--- config.mk ---
export PLATFORM = sky130hd
export DESIGN_NAME = in_line_offset_former
export DESIGN_NICKNAME = d
export VERILOG_FILES = /design/src/rtl/dma_pkg.sv /design/src/rtl/in_line_offset_former.sv
export SDC_FILE = /design/constraint.sdc
export NUM_CORES = 1
export LEC_CHECK = 0
export BUFFER_PORTS_ARGS = -buffer_cell sky130_fd_sc_hd__buf_2
export CORE_UTILIZATION = 40
export DETAILED_ROUTE_END_ITERATION = 8
export SYNTH_ARGS = -nofsm -noshare
export SYNTH_HDL_FRONTEND = slang
export SYNTH_SLANG_ARGS = --single-unit
--- constraint.sdc ---
create_clock -name clk_i -period 2.75 [get_ports clk_i]
set_clock_uncertainty 0.1 [all_clocks]
set_input_delay 0.275 -clock clk_i [delete_from_list [all_inputs] [get_ports clk_i]]
set_output_delay 0.275 -clock clk_i [all_outputs]
set_load 0.1 [all_outputs]
--- src/rtl/dma_pkg.sv ---
// Shared constants and types for the DMA line-splitting blocks.
//   state_t   : line former FSM states
//   calc_bpw  : bytes per data word
//   calc_fbw  : words per full burst
//   calc_fbb  : bytes per full burst
//   clamp_len : min(rem, max_len), returned in 8-bit AXI len encoding
package dma_pkg;

  typedef enum logic {
    IDLE = 1'b0,
    BUSY = 1'b1
  } state_t;

  function automatic int unsigned calc_bpw(input int unsigned data_w);
    return data_w / 8;
  endfunction

  function automatic int unsigned calc_fbw(input int unsigned max_burst_len);
    return max_burst_len + 1;
  endfunction

  function automatic int unsigned calc_fbb(input int unsigned max_burst_len,
                                           input int unsigned data_w);
    return calc_fbw(max_burst_len) * calc_bpw(data_w);
  endfunction

  // rem is passed zero-extended to 64 bits so one helper serves any ADDR_W
  // up to 64.
  function automatic logic [7:0] clamp_len(input logic [63:0]   rem,
                                           input int unsigned   max_len);
    logic [31:0] max_v;
    max_v = max_len;
    if (rem > {32'd0, max_v}) return max_v[7:0];
    else                      return rem[7:0];
  endfunction

endpackage

--- src/rtl/in_line_offset_former.sv ---
// Splits one line into burst descriptors (byte offset, AXI len) for the DMA
// address generator. One descriptor per valid/ready handshake; last_o marks
// the final burst of the line.
//
// Ports:
//   clk_i        clock, rising edge
//   rst_i        asynchronous active-low reset
//   new_line_i   start a line (taken in IDLE or on the final handshake)
//   line_size_i  line length in words minus 1, sampled with new_line_i
//   offset_o     byte offset of current burst from line start
//   burst_len_o  beats-1 of current burst
//   valid_o      descriptor valid
//   last_o       final burst of the line (0 when valid_o=0)
//   ready_i      consumer accepts descriptor when valid_o & ready_i
//
// state | meaning
// IDLE  | no line in progress, waiting for new_line_i
// BUSY  | presenting descriptors of the current line
module in_line_offset_former
  import dma_pkg::*;
#(
  parameter int unsigned ADDR_W        = 32,
  parameter int unsigned DATA_W        = 64,
  parameter int unsigned MAX_BURST_LEN = 15
) (
  input  logic              clk_i,
  input  logic              rst_i,
  input  logic              new_line_i,
  input  logic [ADDR_W-1:0] line_size_i,
  output logic [ADDR_W-1:0] offset_o,
  output logic [7:0]        burst_len_o,
  output logic              valid_o,
  output logic              last_o,
  input  logic              ready_i
);

  localparam int unsigned FBW = calc_fbw(MAX_BURST_LEN);
  localparam int unsigned FBB = calc_fbb(MAX_BURST_LEN, DATA_W);

  localparam logic [ADDR_W-1:0] FBW_A = ADDR_W'(FBW);
  localparam logic [ADDR_W-1:0] FBB_A = ADDR_W'(FBB);
  localparam logic [ADDR_W-1:0] MAX_A = ADDR_W'(MAX_BURST_LEN);

  state_t            state_q, state_d;
  logic [ADDR_W-1:0] rem_q, rem_d;
  logic [ADDR_W-1:0] offset_d;
  logic [7:0]        burst_len_d;
  logic              valid_d, last_d;

  logic              handshake;
  logic              start_line;
  logic [ADDR_W-1:0] rem_next;

  assign handshake  = valid_o & ready_i;
  // A new line may also start on the final handshake so back-to-back lines
  // have no bubble cycle.
  assign start_line = new_line_i & ((state_q == IDLE) | (handshake & last_o));
  assign rem_next   = rem_q - FBW_A;

  always_comb begin
    state_d     = state_q;
    rem_d       = rem_q;
    offset_d    = offset_o;
    burst_len_d = burst_len_o;
    valid_d     = valid_o;
    last_d      = last_o;

    if (start_line) begin
      state_d     = BUSY;
      rem_d       = line_size_i;
      offset_d    = '0;
      burst_len_d = clamp_len(64'(line_size_i), MAX_BURST_LEN);
      valid_d     = 1'b1;
      last_d      = (line_size_i <= MAX_A);
    end else if ((state_q == BUSY) && handshake) begin
      if (last_o) begin
        // offset and burst length intentionally keep their final values
        state_d = IDLE;
        valid_d = 1'b0;
        last_d  = 1'b0;
      end else begin
        rem_d       = rem_next;
        offset_d    = offset_o + FBB_A;
        burst_len_d = clamp_len(64'(rem_next), MAX_BURST_LEN);
        last_d      = (rem_next <= MAX_A);
      end
    end
  end

  always_ff @(posedge clk_i or negedge rst_i) begin
    if (!rst_i) begin
      state_q     <= IDLE;
      rem_q       <= '0;
      offset_o    <= '0;
      burst_len_o <= '0;
      valid_o     <= 1'b0;
      last_o      <= 1'b0;
    end else begin
      state_q     <= state_d;
      rem_q       <= rem_d;
      offset_o    <= offset_d;
      burst_len_o <= burst_len_d;
      valid_o     <= valid_d;
      last_o      <= last_d;
    end
  end

endmodule

==> impl_metrics.json, run 1 <==
{
  "status": "complete, no violations",
  "drtAntennaViolNets": 0,
  "max-cap-violations": 0,
  "postSynthCellCount": 431,
  "die_area_sq_um": 10100,
  "grt_pass1_vias": 3443,
  "cts_buffers": 9,
  "syn_area_per_cell_sq_um": 9.00,
  "drc": 0,
  "drv_slew": 0,
  "synth_edf_count": 0,
  "die_y_um": 100,
  "grt_max_degree": 49,
  "vias": 3590,
  "drive_gt1_share_pct": 23.5,
  "netlist_top_cells_area": "dfrtp_1 (43%), xor2_1 (5.2%), o21ai_0 (4.8%), nor2_1 (4.5%), nand2_1 (4.5%)",
  "cts_tree": "yes",
  "cp-end-kind": "register",
  "gr-total-overflow": 0,
  "rows": 35,
  "insertion_delay_ps": 350,
  "fmax_mhz": 390,
  "synthArstFlopShare_pct": 100,
  "io_buffer_count": 70,
  "tns_ps": 0,
  "dp_hpwl_um": 7560,
  "wl_um": 10700,
  "gp_congestion": 0.858,
  "io_pins": 78,
  "required_ps": 2930,
  "crit_path_start": "rem_q[5]",
  "synth_top_cell_by_area": "dfrtp_1",
  "drt_iter0_markers": 185,
  "layout_setup_ws_ps": 183,
  "slowest_stage": "dfrtp_1",
  "setup_viol": 0,
  "ys_ff_latch": 67,
  "rsz0062_at_grt": "false",
  "antennaDiodeCount": 0,
  "wire_per_inst_um": 16.7,
  "netlist_area_sq_um": 3880,
  "hold_start": "line_size_i[27]",
  "ys_seq_area_share_pct": 43.2,
  "final_cell_mix": "buf_2 (70), dfrtp_1 (67), nor2_1 (47)",
  "dp_slack_ps": 116,
  "r2r-start": "rem_q[5]",
  "worstPathCellList": "inv_1, ha_1, nor2b_1, nand2_2, o31ai_1, o211ai_2, nor4_4, buf_4, a32o_1",
  "hold_violations": 0,
  "syn_to_final_growth_pct": 19.5,
  "max_slew_margin_pct": 38.0,
  "hold_class": "primary input to register",
  "tightest_slew_ps": 930,
  "arrival_ps": 2750,
  "min_period_ps": 2570,
  "clock-sinks": 67,
  "ys_types": 58,
  "detail_route.vias_per_cell": 5.61,
  "cp_max_fo": 8,
  "cts_max_path_buffers": 2,
  "fin_crit_sh_pct": 93.4,
  "ys_warn_count": 0,
  "cp_slowest_stage_delay_ps": 450,
  "power_per_cell_area_nw_per_um2": 743,
  "layout.cells.most_common": "buf_2",
  "yosysTopAreaCellShare_pct": 43.2,
  "track_usage_pct": 22.7,
  "worst_ir_drop_vdd_mv": 0.287,
  "h-tree-depth": 3,
  "start_util_pct": 41.6,
  "antenna_found_initial": 0,
  "coreArea_sq_um": 9330,
  "root_buffer": "clkbuf_8",
  "synthFlopType": "dfrtp_1",
  "fin_nets": 547,
  "p_leak_nw": 2.03,
  "dr.pass1.iters": 4,
  "path_class": "register to register",
  "die_w_um": 100,
  "grt_pass1_wl_um": 17600,
  "startpoint_type": "register",
  "clk_pin_slew_ps": 70
}
-- where the power goes --
part / switching (mW) / leakage (nW) / total, mW / internal, mW
clock: 0.372 / 0.104 / 0.854 / 0.482
sequential: 0.292 / 0.838 / 1.45 / 1.16
combinational: 0.784 / 1.09 / 1.15 / 0.362
total: 1.45 / 2.03 / 3.45 / 2.00
-- layout make-up --
class                           count  area [sq um]
Fill cell                         915          4690
Tap cell                          129           161
Timing Repair Buffer               87           493
Clock inverter                      2          35.0
Sequential cell                    67          1680
Clock buffer                       12           165
Multi-Input combinational cell    334          2070
Inverter                            9          33.8
-- synth_stat cells (all sizes together), types with 2 or more instances --
master	n
nor2	48
a32o	2
clkbuf	16
a21o	2
xor2	23
xnor2	7
a21oi	11
o211ai	6
o22ai	4
nand4	12
nor2b	3
dfrtp	67
inv	9
o31ai	2
ha	3
nand3	17
a22oi	2
or3	5
a31oi	6
o21ai	38
nand2	46
buf	11
nand2b	3
o21a	2
nor4	22
and2	4
and3	3
or2	2
nor4b	3
a221o	14
nor3	19
and4	3
o2111ai	2
-- state kept, by name, summed over array words and instances, names as in the netlist --
register	count
burst_len_o	8
offset_o	25
last_o	1
state_q	1
rem_q	32
-- worst max-delay path: cells and delay by family (launching register included) --
| kind | cells | cell delay (ps) |
|---|---|---|
| and+or+nand+nor | 3 | 730 |
| AOI/OAI and AO/OA | 3 | 640 |
| DFF | 1 | 450 |
| buffers and inverters | 2 | 320 |
| adders and majority gates | 1 | 270 |
-- kinds of logic (layout without fill, tap and decap cells) --
| group | count (synthesis) | after routing | share of synthesized area [%] |
|---|---|---|---|
| adders and majority gates | 3 | 3 | 0.968 |
| other | 1 | 7 | 0.0967 |
| and+or+nand+nor | 194 | 194 | 27.2 |
| xor gates and xnor gates | 30 | 30 | 6.77 |
| AOI/OAI and AO/OA | 100 | 100 | 17.3 |
| buffers and inverters | 36 | 110 | 4.42 |
| DFF | 67 | 67 | 43.2 |
-- per-stage QoR --
step / std cells / total power, mW / hold WS [ps] / cell area [sq um] / utilization (%)
after floorplan: 437 / 2.30 / -121 / 3900 / -
after global placement: 624 / 2.58 / 366 / 4410 / 47.3
after detailed placement: 624 / 2.59 / 373 / 4410 / 47.3
after CTS: 639 / 3.46 / 39.4 / 4620 / 49.5
after global routing: 640 / 3.65 / 56.5 / 4640 / 49.7
final: 640 / 3.45 / 53.2 / 4640 / 49.7
-- per-layer routing --
layer / routed length [um] / global-route usage [%]
met4: 226 / 8.58
met1: 5110 / 32.5
met3: 621 / 4.99
met2: 4730 / 33.5
met5: 0 / 0
-- repair_timing --
action,4_1_cts,5_1_grt
buffers inserted,0,1
endpoints found under the hold margin,11,0
endpoints found under the setup margin,0,8
hold buffers,1,0
resized for setup,0,3
-- worst paths after layout --
kind | end | slack, ps | cells past startpoint
setup / recovery | burst_len_o[5] | 180 | 9
hold / removal | rem_q[27] | 50 | 3
setup reg to reg | burst_len_o[5] | 180 | 9
hold reg to reg | burst_len_o[5] | 400 | 1
max in group asynchronous | offset_o[27] | 1370 | 3
min in group asynchronous | rem_q[21] | 510 | 2
Note: power is estimated with default switching activity, not from simulation.
==> inputs of run 2 (changes only) <==
--- a/config.mk
+++ b/config.mk
@@ -6,8 +6,10 @@
 export NUM_CORES = 1
 export LEC_CHECK = 0
 export BUFFER_PORTS_ARGS = -buffer_cell sky130_fd_sc_hd__buf_2
-export CORE_UTILIZATION = 40
+export CORE_UTILIZATION = 55
 export DETAILED_ROUTE_END_ITERATION = 8
+export HOLD_SLACK_MARGIN = 0.05
+export PLACE_DENSITY = 0.8
 export SYNTH_ARGS = -nofsm -noshare
 export SYNTH_HDL_FRONTEND = slang
 export SYNTH_SLANG_ARGS = --single-unit
==> impl_metrics.json, run 2 (same netlist as run 1, synthesis figures left out) <==
{
  "dp_hpwl_um": 7040,
  "seqPwrFrac_pct": 41.7,
  "start_util_pct": 57.1,
  "io_buffer_count": 70,
  "worst_ir_drop_vdd_mv": 0.509,
  "wire_per_inst_um": 17.0,
  "clk_pin_slew_ps": 80,
  "drv_slew": 0,
  "setup_viol": 0,
  "die_w_um": 86.0,
  "gp_congestion": 0.966,
  "max-cap-violations": 0,
  "fin_nets": 546,
  "gr-total-overflow": 0,
  "p_int_mw": 1.97,
  "cts_tree": "yes",
  "final_cell_mix": "buf_2 (70), dfrtp_1 (67), nor2_1 (47)",
  "syn_to_final_growth_pct": 18.7,
  "cp-end-kind": "register",
  "crit_top_cell": "nor4_2",
  "largest-register": "rem_q",
  "coreArea_sq_um": 6790,
  "tightest_slew_ps": 775,
  "insertion_delay_ps": 350,
  "cts_buffers": 9,
  "detail_route.vias_per_cell": 6.02,
  "antennaDiodeCount": 0,
  "clock-sinks": 67,
  "rsz0062_at_grt": "false",
  "worstPathCellList": "inv_1, ha_1, nor2b_2, nand2_2, nor4_2, xor2_1, nor4_2, buf_4, a32o_1",
  "path_class": "register to register",
  "grt_pass1_wl_um": 16400,
  "drtAntennaViolNets": 0,
  "nFillCells": 546,
  "hold_ws_ps": 46.9,
  "min_period_ps": 2590,
  "clkPwrFrac_pct": 24.9,
  "grt_pass1_vias": 3386,
  "wl_um": 10300,
  "layout.cells.most_common": "buf_2",
  "cp_slowest_stage_delay_ps": 450,
  "vias": 3661,
  "antenna_found_initial": 0,
  "comb_power_share_pct": 33.4,
  "io_pins": 78,
  "track_usage_pct": 28.6,
  "die_y_um": 86.0,
  "drc": 0,
  "root_buffer": "clkbuf_8",
  "fin_crit_sh_pct": 94.1,
  "required_ps": 2900,
  "grt_max_degree": 79,
  "hold_class": "primary input to register",
  "fmax_mhz": 387,
  "switching_share_pct": 43.5,
  "power_per_cell_area_nw_per_um2": 758,
  "die_area_sq_um": 7390,
  "top_regs": "rem_q: 32 flops, offset_o: 25 flops, burst_len_o: 8 flops",
  "p_leak_nw": 2.01,
  "drive_gt1_share_pct": 23.8,
  "tns_ps": 0,
  "r2r_cells": 9,
  "startpoint_type": "register",
  "h-tree-depth": 3,
  "status": "complete, no violations",
  "cts_max_path_buffers": 2,
  "arrival_ps": 2730,
  "dr.pass1.iters": 5,
  "largest_register_ffs": 32,
  "slowest_stage": "dfrtp_1",
  "max_slew_margin_pct": 48.3,
  "hold_violations": 0,
  "drt_iter0_markers": 291,
  "rows": 30,
  "switching_power_mw": 1.52,
  "hold_depth": 3,
  "cp_max_fo": 8
}
[run 2: cell types whose count changed in the layout (fill, tap and decap cells not counted), moves of 2 or more]
| cell | delta |
|---|---|
| clkinv_4 | +3 |
| buf_4 | -2 |
| clkbuf_8 | -2 |
| nor3_2 | +2 |
[run 2: cell type report]
type | instances | area (sq um) | area share (%)
tap | 96 | 120 | 2.61
sequential | 67 | 1680 | 36.4
clock buffer | 10 | 138 | 2.99
timing repair buffer | 86 | 488 | 10.6
clock inverter | 6 | 72.6 | 1.58
inverter | 9 | 33.8 | 0.734
multi-input combinational | 334 | 2080 | 45.1
[run 2: metrics by stage]
step	cell area (sq um)	power (mW)	worst slack [ps]	std cells	util (%)
final	4600	3.49	164	608	67.8
after detailed placement	4350	2.58	94.9	589	64.1
after global placement	4350	2.55	258	589	64.1
after CTS	4580	3.45	77.9	607	67.4
after floorplan	3900	2.30	113	437	-
after global routing	4600	3.65	33.7	608	67.8
[run 2: routing by layer]
layer	GRT usage (%)	vias up	wire length, um
met4	12.1	0	215
met2	43.5	173	4720
met3	5.10	21	791
met1	40.3	1747	4580
li1	-	1720	-
met5	0	-	0
[run 2: critical path: cells and delay by family, from the launching register on]
kind	cells	cell delay, ps
AOI/OAI and AO/OA	1	260
xor gates and xnor gates	1	210
adders and majority gates	1	280
buffers and inverters	2	290
DFF	1	450
and+or+nand+nor	4	900
[run 2: path summary, 6_finish.rpt]
| check | from | to | slack, ps |
|---|---|---|---|
| worst max-delay path | rem_q[5] | burst_len_o[4] | 160 |
| min in group asynchronous | rst_i | offset_o[26] | 420 |
| worst min register to register | burst_len_o[6] | burst_len_o[6] | 380 |
| max in group asynchronous | rst_i | rem_q[31] | 1480 |
| worst min-delay path | line_size_i[1] | rem_q[1] | 50 |
| worst max register to register | rem_q[5] | burst_len_o[4] | 160 |
[run 2: what timing repair did]
item                                    in CTS  in global routing
setup buffers                                0                  1
hold buffers                                 2                  0
endpoints found under the hold margin       31                  0
gates resized for setup                      0                  4
endpoints found under the setup margin       0                  7
[run 2: power groups by stage]
| stage | clock [mW] | sequential (mW) | combinational, mW |
|---|---|---|---|
| finish | 0.868 | 1.46 | 1.17 |
| global route | 0.916 | 1.48 | 1.25 |
| CTS | 0.866 | 1.44 | 1.14 |
| detailed placement | 0 | 1.45 | 1.13 |
| global placement | 0 | 1.44 | 1.11 |
| floorplan | 0 | 1.69 | 0.605 |
==> inputs of run 3 (changes only) <==
--- a/config.mk
+++ b/config.mk
@@ -10,6 +10,7 @@
 export DETAILED_ROUTE_END_ITERATION = 8
 export HOLD_SLACK_MARGIN = 0.05
 export PLACE_DENSITY = 0.8
+export REMOVE_ABC_BUFFERS = 1
 export SYNTH_ARGS = -nofsm -noshare
 export SYNTH_HDL_FRONTEND = slang
 export SYNTH_SLANG_ARGS = --single-unit
==> impl_metrics.json, run 3 (same netlist as run 1, synthesis figures left out) <==
{
  "gp_congestion": 0.927,
  "top_regs": "rem_q: 32 flops, offset_o: 25 flops, burst_len_o: 8 flops",
  "hold_class": "primary input to register",
  "io_pins": 78,
  "io_buffer_count": 70,
  "gr-total-overflow": 0,
  "drtAntennaViolNets": 0,
  "antennaDiodeCount": 0,
  "tightest_slew_ps": 762,
  "hold_start": "line_size_i[23]",
  "drv_slew": 0,
  "startpoint_type": "register",
  "coreArea_sq_um": 6790,
  "placed_area_sq_um": 4350,
  "cts_max_path_buffers": 2,
  "cp-end-kind": "register",
  "rsz0062_at_grt": "false",
  "vias": 3633,
  "cts_buffers": 9,
  "drc": 0,
  "required_ps": 2930,
  "r2r_slack_ps": 180,
  "fin_cells": 610,
  "grt_pass1_wl_um": 16700,
  "min_period_ps": 2570,
  "final_area_sq_um": 4610,
  "cts_tree": "yes",
  "grt_pass1_vias": 3267,
  "power_per_cell_area_nw_per_um2": 748,
  "worst_ir_drop_vdd_mv": 0.839,
  "layout.cells.most_common": "buf_2",
  "largest_register_ffs": 32,
  "grt_max_degree": 49,
  "largest-register": "rem_q",
  "status": "complete, no violations",
  "fin_nets": 548,
  "min_to": "rem_q[23]",
  "start_util_pct": 57.1,
  "detail_route.vias_per_cell": 5.96,
  "r2r-start": "rem_q[6]",
  "drive_gt1_share_pct": 23.5,
  "wire_per_inst_um": 16.7,
  "wl_um": 10200,
  "insertion_delay_ps": 350,
  "cp_max_fo": 11,
  "syn_to_final_growth_pct": 18.9,
  "die_y_um": 86.0,
  "setup_viol": 0,
  "tns_ps": 0,
  "clock-sinks": 67,
  "hold_violations": 0,
  "h-tree-depth": 3,
  "track_usage_pct": 28.9,
  "r2r_end": "burst_len_o[4]",
  "fin_crit_sh_pct": 93.6,
  "root_buffer": "clkbuf_8",
  "die_area_sq_um": 7390,
  "p_leak_nw": 2.02,
  "clk_pin_slew_ps": 70,
  "fmax_mhz": 389,
  "r2r_cells": 7,
  "final_cell_mix": "buf_2 (70), dfrtp_1 (67), nor2_1 (47)",
  "drt_iter0_markers": 203,
  "max-cap-violations": 0,
  "path_class": "register to register",
  "post-route-util_pct": 67.9,
  "arrival_ps": 2760,
  "hold_depth": 3,
  "max_slew_margin_pct": 49.2,
  "dr.pass1.iters": 5,
  "dp_hpwl_um": 7170,
  "place_inst": 589,
  "antenna_found_initial": 0,
  "die_w_um": 86.0,
  "rows": 30
}
-- run 3: how the worst max path moves through the flow --
stage                     startpoint              to  slack (ps)  cells past startpoint
after floorplan               last_o       rem_q[30]       -2160                      6
after global placement      rem_q[5]  burst_len_o[4]         210                      8
after detailed placement    rem_q[5]  burst_len_o[3]          70                      8
after CTS                   rem_q[5]  burst_len_o[4]          10                      8
after global routing        rem_q[5]  burst_len_o[5]           6                      9
final                       rem_q[6]  burst_len_o[4]         180                      7
-- run 3: cell type report --
class | count | area [sq um]
inverter | 9 | 33.8
clock inverter | 6 | 63.8
fill | 582 | 2180
tap | 96 | 120
multi-input combinational | 334 | 2070
clock buffer | 10 | 138
timing repair buffer | 88 | 508
sequential | 67 | 1680
-- run 3: per-layer routing --
metal | vias up | wire length (um) | track usage (%)
met2 | 153 | 4780 | 44.3
met5 | - | 0 | 0
met3 | 22 | 694 | 6.64
met1 | 1738 | 4540 | 41.1
met4 | 0 | 186 | 8.18
li1 | 1720 | - | -
-- run 3: metrics by stage --
step           total power, mW  setup slack [ps]  hold slack, ps
2_1_floorplan             2.27             -2160            -121
3_3_place_gp              2.56               209             280
3_5_place_dp              2.58              72.1             292
4_1_cts                   3.44              13.7            50.5
5_1_grt                   3.62              6.19            70.3
6_report                  3.45               177            60.0
-- run 3: worst max-delay path, stage by stage (launching register included) --
cell     delay, ps
dfrtp_1        510
nor4_4         330
nand2_1        320
nor3_2         440
xor2_1         130
nor4_2         310
buf_4          200
a32o_1         170
-- run 3: repair_timing --
action | 4_1_cts | 5_1_grt
endpoints found under the setup margin | 0 | 7
hold endpoints to repair | 35 | 0
buffers inserted | 0 | 1
gates resized for setup | 0 | 3
hold buffers | 4 | 0
-- run 3: power by group --
part | total [mW] | switching, mW | leakage (nW) | internal, mW
Sequential | 1.46 | 0.307 | 0.838 | 1.16
Clock | 0.838 | 0.395 | 0.0987 | 0.443
Combinational | 1.15 | 0.784 | 1.08 | 0.362
